`src/rtl/corelet_pkg.sv`:
```
// Shared definitions for the corelet sequencer: instruction bit map, idle word, states.
package corelet_pkg;

  localparam int ACC_B      = 33;
  localparam int CENP_B     = 32;
  localparam int WENP_B     = 31;
  localparam int AP_MSB     = 30;
  localparam int AP_LSB     = 20;
  localparam int CENX_B     = 19;
  localparam int WENX_B     = 18;
  localparam int AX_MSB     = 17;
  localparam int AX_LSB     = 7;
  localparam int OFIFO_RD_B = 6;
  localparam int RELU_B     = 5;
  localparam int IFIFO_WR_B = 4;
  localparam int L0_RD_B    = 3;
  localparam int L0_WR_B    = 2;
  localparam int EXEC_B     = 1;
  localparam int KLOAD_B    = 0;

  localparam int CNT_W = 16;

  // Both SRAMs deselected and write-disabled, no datapath strobes.
  localparam logic [33:0] INST_IDLE = 34'h1_800C_0000;

  typedef enum logic [3:0] {
    S_IDLE,
    S_WLOAD,
    S_WKER,
    S_WGAP,
    S_XLOAD,
    S_XEXEC,
    S_XDRAIN,
    S_OREAD,
    S_DONE
  } state_e;

endpackage

```
`src/rtl/corelet_ctrl_phase_counter.sv`:
```
// Loadable down-counter; tc_o is high while the count sits at zero (last cycle of a phase).
module phase_counter
  import corelet_pkg::*;
#(
  parameter int W = CNT_W
) (
  input  logic         clk_i,
  input  logic         rst_ni,
  input  logic         load_i,
  input  logic [W-1:0] load_val_i,
  output logic         tc_o
);

  logic [W-1:0] cnt_q, cnt_d;

  always_comb begin
    cnt_d = cnt_q;
    if (load_i) begin
      cnt_d = load_val_i;
    end else if (cnt_q != '0) begin
      cnt_d = cnt_q - W'(1);
    end
  end

  always_ff @(posedge clk_i or negedge rst_ni) begin
    if (!rst_ni) begin
      cnt_q <= '0;
    end else begin
      cnt_q <= cnt_d;
    end
  end

  assign tc_o = (cnt_q == '0);

endmodule

```
`src/rtl/corelet_ctrl.sv`:
```
// Convolution-pass sequencer: per kernel position loads weights, streams activations,
// and drains the output FIFO into psum SRAM, emitting a registered 34-bit instruction.
module corelet_ctrl
  import corelet_pkg::*;
#(
  parameter int          COL     = 8,
  parameter int          ROW     = 8,
  parameter int          LEN_NIJ = 36,
  parameter int          LEN_KIJ = 9,
  parameter logic [10:0] W_BASE  = 11'd1024,
  parameter logic [10:0] X_BASE  = 11'd0,
  parameter logic [10:0] P_BASE  = 11'd0,
  parameter int          GAP_CYC = 16
) (
  input  logic        clk_i,
  input  logic        rst_ni,
  input  logic        start_i,
  output logic        busy_o,
  output logic        done_o,
  output logic [3:0]  kij_o,
  output logic [33:0] inst_o
);

  state_e            state_q, state_d;
  logic [CNT_W-1:0]  idx_q, idx_d, load_val;
  logic              load, tc;
  logic [10:0]       w_ofs_q, w_ofs_d, p_ofs_q, p_ofs_d;
  logic [3:0]        kij_q, kij_d;
  logic              busy_q, busy_d, done_q, done_d;
  logic [33:0]       inst_q, inst_d;

  phase_counter #(.W(CNT_W)) u_phase (
    .clk_i      (clk_i),
    .rst_ni     (rst_ni),
    .load_i     (load),
    .load_val_i (load_val),
    .tc_o       (tc)
  );

  // Next state; phase counter is loaded with (length - 1) on every state change.
  always_comb begin
    state_d  = state_q;
    kij_d    = kij_q;
    w_ofs_d  = w_ofs_q;
    p_ofs_d  = p_ofs_q;
    idx_d    = idx_q + CNT_W'(1);
    load     = 1'b0;
    load_val = '0;
    case (state_q)
      S_IDLE: begin
        idx_d = '0;
        if (start_i) begin
          state_d  = S_WLOAD;
          kij_d    = '0;
          w_ofs_d  = '0;
          p_ofs_d  = '0;
          load_val = CNT_W'(COL);
        end
      end
      S_WLOAD:  if (tc) begin state_d = S_WKER;   load_val = CNT_W'(COL - 1);     end
      S_WKER:   if (tc) begin state_d = S_WGAP;   load_val = CNT_W'(GAP_CYC - 1); end
      S_WGAP:   if (tc) begin state_d = S_XLOAD;  load_val = CNT_W'(LEN_NIJ);     end
      S_XLOAD:  if (tc) begin state_d = S_XEXEC;  load_val = CNT_W'(LEN_NIJ - 1); end
      S_XEXEC:  if (tc) begin state_d = S_XDRAIN; load_val = CNT_W'(GAP_CYC - 1); end
      S_XDRAIN: if (tc) begin state_d = S_OREAD;  load_val = CNT_W'(LEN_NIJ);     end
      S_OREAD: begin
        if (tc) begin
          if (kij_q < 4'(LEN_KIJ - 1)) begin
            state_d  = S_WLOAD;
            kij_d    = kij_q + 4'd1;
            w_ofs_d  = w_ofs_q + 11'(COL);
            p_ofs_d  = p_ofs_q + 11'(LEN_NIJ);
            load_val = CNT_W'(COL);
          end else begin
            state_d = S_DONE;
          end
        end
      end
      S_DONE:  state_d = S_IDLE;
      default: state_d = S_IDLE;
    endcase
    if (state_d != state_q) begin
      load  = 1'b1;
      idx_d = '0;
    end
  end

  // Outputs are decoded from the upcoming state so they register alongside it.
  always_comb begin
    inst_d = INST_IDLE;
    busy_d = !(state_d inside {S_IDLE, S_DONE});
    done_d = (state_d == S_DONE);
    case (state_d)
      S_WLOAD: begin
        if (idx_d < CNT_W'(COL)) begin
          inst_d[CENX_B]        = 1'b0;
          inst_d[AX_MSB:AX_LSB] = W_BASE + w_ofs_d + idx_d[10:0];
        end
        inst_d[L0_WR_B] = (idx_d != '0);
      end
      S_WKER: begin
        inst_d[L0_RD_B] = 1'b1;
        inst_d[KLOAD_B] = 1'b1;
      end
      S_XLOAD: begin
        if (idx_d < CNT_W'(LEN_NIJ)) begin
          inst_d[CENX_B]        = 1'b0;
          inst_d[AX_MSB:AX_LSB] = X_BASE + idx_d[10:0];
        end
        inst_d[L0_WR_B] = (idx_d != '0);
      end
      S_XEXEC: begin
        inst_d[L0_RD_B] = 1'b1;
        inst_d[EXEC_B]  = 1'b1;
      end
      S_OREAD: begin
        inst_d[OFIFO_RD_B] = (idx_d < CNT_W'(LEN_NIJ));
        if (idx_d != '0) begin
          inst_d[CENP_B]        = 1'b0;
          inst_d[WENP_B]        = 1'b0;
          inst_d[AP_MSB:AP_LSB] = P_BASE + p_ofs_d + idx_d[10:0] - 11'd1;
        end
      end
      default: inst_d = INST_IDLE;
    endcase
    inst_d[ACC_B]      = 1'b0;
    inst_d[RELU_B]     = 1'b0;
    inst_d[IFIFO_WR_B] = 1'b0;
  end

  always_ff @(posedge clk_i or negedge rst_ni) begin
    if (!rst_ni) begin
      state_q <= S_IDLE;
      idx_q   <= '0;
      kij_q   <= '0;
      w_ofs_q <= '0;
      p_ofs_q <= '0;
      busy_q  <= 1'b0;
      done_q  <= 1'b0;
      inst_q  <= INST_IDLE;
    end else begin
      state_q <= state_d;
      idx_q   <= idx_d;
      kij_q   <= kij_d;
      w_ofs_q <= w_ofs_d;
      p_ofs_q <= p_ofs_d;
      busy_q  <= busy_d;
      done_q  <= done_d;
      inst_q  <= inst_d;
    end
  end

  assign busy_o = busy_q;
  assign done_o = done_q;
  assign kij_o  = kij_q;
  assign inst_o = inst_q;

endmodule

```
`config.mk`:
```
export PLATFORM = sky130hd
export DESIGN_NAME = corelet_ctrl
export DESIGN_NICKNAME = d
export VERILOG_FILES = /design/src/rtl/corelet_pkg.sv /design/src/rtl/corelet_ctrl_phase_counter.sv /design/src/rtl/corelet_ctrl.sv
export SDC_FILE = /design/constraint.sdc
export NUM_CORES = 1
export LEC_CHECK = 0
export ABC_AREA = 1
export CORE_MARGIN = 4
export CORE_UTILIZATION = 55
export CTS_BUF_LIST = sky130_fd_sc_hd__clkbuf_4
export DETAILED_ROUTE_END_ITERATION = 8
export GPL_TIMING_DRIVEN = 0
export PLACE_DENSITY_LB_ADDON = 0.05
export SYNTH_ARGS = -nofsm -noshare
export SYNTH_HDL_FRONTEND = slang
export SYNTH_SLANG_ARGS = --single-unit
```
`constraint.sdc`:
```
create_clock -name clk_i -period 10.9 [get_ports clk_i]
set_input_delay 1.09 -clock clk_i [delete_from_list [all_inputs] [get_ports clk_i]]
set_output_delay 1.09 -clock clk_i [all_outputs]
set_load 0.01 [all_outputs]
```
==> metrics.yaml <==
grt_setup_unrepaired: "no"
max_stage_delay_ps: 450
cts_sinks: 93
yosysTopAreaCell: "dfrtp_1"
hold_viol: 0
synth_most_common_cell: "nand2_1"
fin_util_pct: 64.4
yosys_warnings: 0
p_per_area_nw_per_um2: 85.9
routed_via_density: 5.24
dp_hpwl_um: 10700
hp-class: "flop to flop"
synth-seq-cells: 93
syn_inst: 743
syn_area_um2: 5960
cap_violations: 0
wirelength_um: 13500
finalSetupViolations: 0
arrival_ps: 5190
clock_latency_ps: 470
status: "finished, final reports clean"
grt_max_degree: 52
final_antenna_net_count: 0
drt-initial-drc-count: 336
fin_crit_ps: 4780
register_area_um2: 2330
fmax_mhz: 209
rows: 37
grt_pass1_wl_um: 22600
relSlewSlack_pct: 42.2
place_area_um2: 6540
power_leakage_nw: 3.43
synth.distinct_cells: 56
clkTransAtPathRegs_ps: 150
crit_required_ps: 11310
grt_pass1_vias: 4855
synth-edff-count: 0
io_pins: 43
cts_tree: "yes"
die_w_um: 112
synth_top_area_share_pct: 38.2
cts_buffers: 9
via_count: 4904
design_area_um2: 6710
critPathLaunchType: "primary input"
antenna_found_initial: 0
post-place-ws_ps: 5620
diodes: 0
dieArea_um2: 12600
finalClockSkew_ps: 18.8
vdd_drop_max_uv: 68.8
multi_input_area_um2: 3040
fill_cells: 940
initial_core_util_pct: 57.2
synth-async-reset-ratio_pct: 100
finalWorstSetupSlack_ps: 6120
first_pass_iters: 5
synth_area_per_cell_um2: 8.02
hold_buffers: 0
fin_nets: 843
gp_congestion: 0.942
yosysSeqAreaShare_pct: 39.1
port_buffers: 38
grt_overflow: 0
ys.flop_type: "dfrtp_1"
crit_fanout: 10
cts_buffer_depth: 2
cts.repair.resized: 0
drv_slew: 0
setup_tns_ps: 0
worst_slew_pin_slew_ps: 854
root_buffer: "clkbuf_4"
cts_htree_levels: 3
cts_setup_buffers: 0
coreArea_um2: 10400
area_growth_pct: 12.6
wl_per_cell_um: 14.5
synth_common_cells: "nand2_1, inv_1, nor2_1"
grt_util_all_layers_pct: 22.3
drive_above_1_share_pct: 11.6
crit_path_end_kind: "flop"
path_cells: "clkdlybuf4s50_1 -> inv_1 -> nor2_8 -> inv_2 -> o21ai_2 -> nand2_4 -> nand3_1 -> nand2_2 -> nor2_8 -> buf_4 -> nand2_1 -> inv_1 -> ha_1 -> ha_1 -> inv_1 -> fa_1 -> o31ai_1 -> a21oi_1 -> o21ai_0 -> nand2_1 -> nand2_1 -> a21oi_1 -> xor2_1 -> nor2_1"
synthTopCellsByArea: "dfrtp_1, ha_1, nand2_1"
crit_type: "primary input to flop"
crit_path_top_delay_cell: "clkdlybuf4s50_1"
die_h_um: 112
period_share_pct: 43.8
route.detailed.drc: 0
where the power goes:
part           internal, mW  switching, mW
Clock                0.0941          0.125
Sequential            0.345       0.000514
Combinational       0.00293        0.00814
cell type report:
cell class                 instances  share of cell area, %
tap                              136                   2.54
clock buffer                       9                   1.01
sequential                        93                   34.7
timing repair buffer              39                   6.05
clock inverter                     7                   1.47
inverter                         130                   7.35
multi-input combinational        508                   45.3
buffer                            14                   1.57
registers in the layout (all words and copies together) (netlist names):
signal and cells:
w_ofs_q 11, done_o 1, busy_o 1, p_ofs_q 11, state_q 4, idx_q 16, inst_o 29, u_phase.cnt_q 16
kij_o 4
critical path, delay by kind of cell:
family | cells | cell delay (ps)
simple gates | 9 | 1160
buf+inv | 6 | 1070
compound gates | 5 | 950
fa+ha+maj | 3 | 730
xor+xnor | 1 | 140
path summary, 6_finish.rpt:
path,from,endpoint,slack (ps),depth (start not counted)
max reg2reg,u_phase.cnt_q[0],inst_o[16],6180,26
min in group asynchronous,rst_ni,u_phase.cnt_q[11],590,1
min,w_ofs_q[1],w_ofs_q[1],480,2
max,start_i,inst_o[16],6120,24
min reg2reg,w_ofs_q[1],w_ofs_q[1],480,2
max in group asynchronous,rst_ni,inst_o[19],9590,2
metrics by stage:
stage / power (mW) / cells / hold WS (ps)
CTS: 0.583 / 936 / 484
detailed placement: 0.364 / 920 / 452
global route: 0.599 / 936 / 504
finish: 0.576 / 936 / 485
floorplan: 0.354 / 745 / 434
global placement: 0.363 / 919 / 449
metal layers:
metal,vias to the layer above,GRT usage (%),part of all wire (%)
met3,30,3.72,3.3
met5,-,0,0
met2,94,37.4,48
met4,0,9.62,3.1
li1,2458,-,-
met1,2322,28.7,46
cells by family after synthesis:
logic type / count (synthesis) / share of synthesized area (%)
compound gates: 89 / 8.93
simple gates: 335 / 26.9
fa+ha+maj: 45 / 9.71
buf+inv: 144 / 10.0
other cells: 2 / 0.126
mux: 1 / 0.189
flops: 93 / 39.1
xor+xnor: 34 / 5.00
cell usage in the layout, fill, tap and decap left out, types with 9 or more instances in the layout:
cell type        count
a21oi_1             34
clkbuf_4             9
clkdlybuf4s50_1     37
dfrtp_1             91
ha_1                43
inv_1              118
inv_2               10
nand2_1            123
nand2_2             12
nand3_1             26
nand4_1             18
nor2_1             102
nor2_2              14
nor3_1              12
o21ai_0             25
xnor2_1             10
xor2_1              24
(Power assumes the default switching activity.)
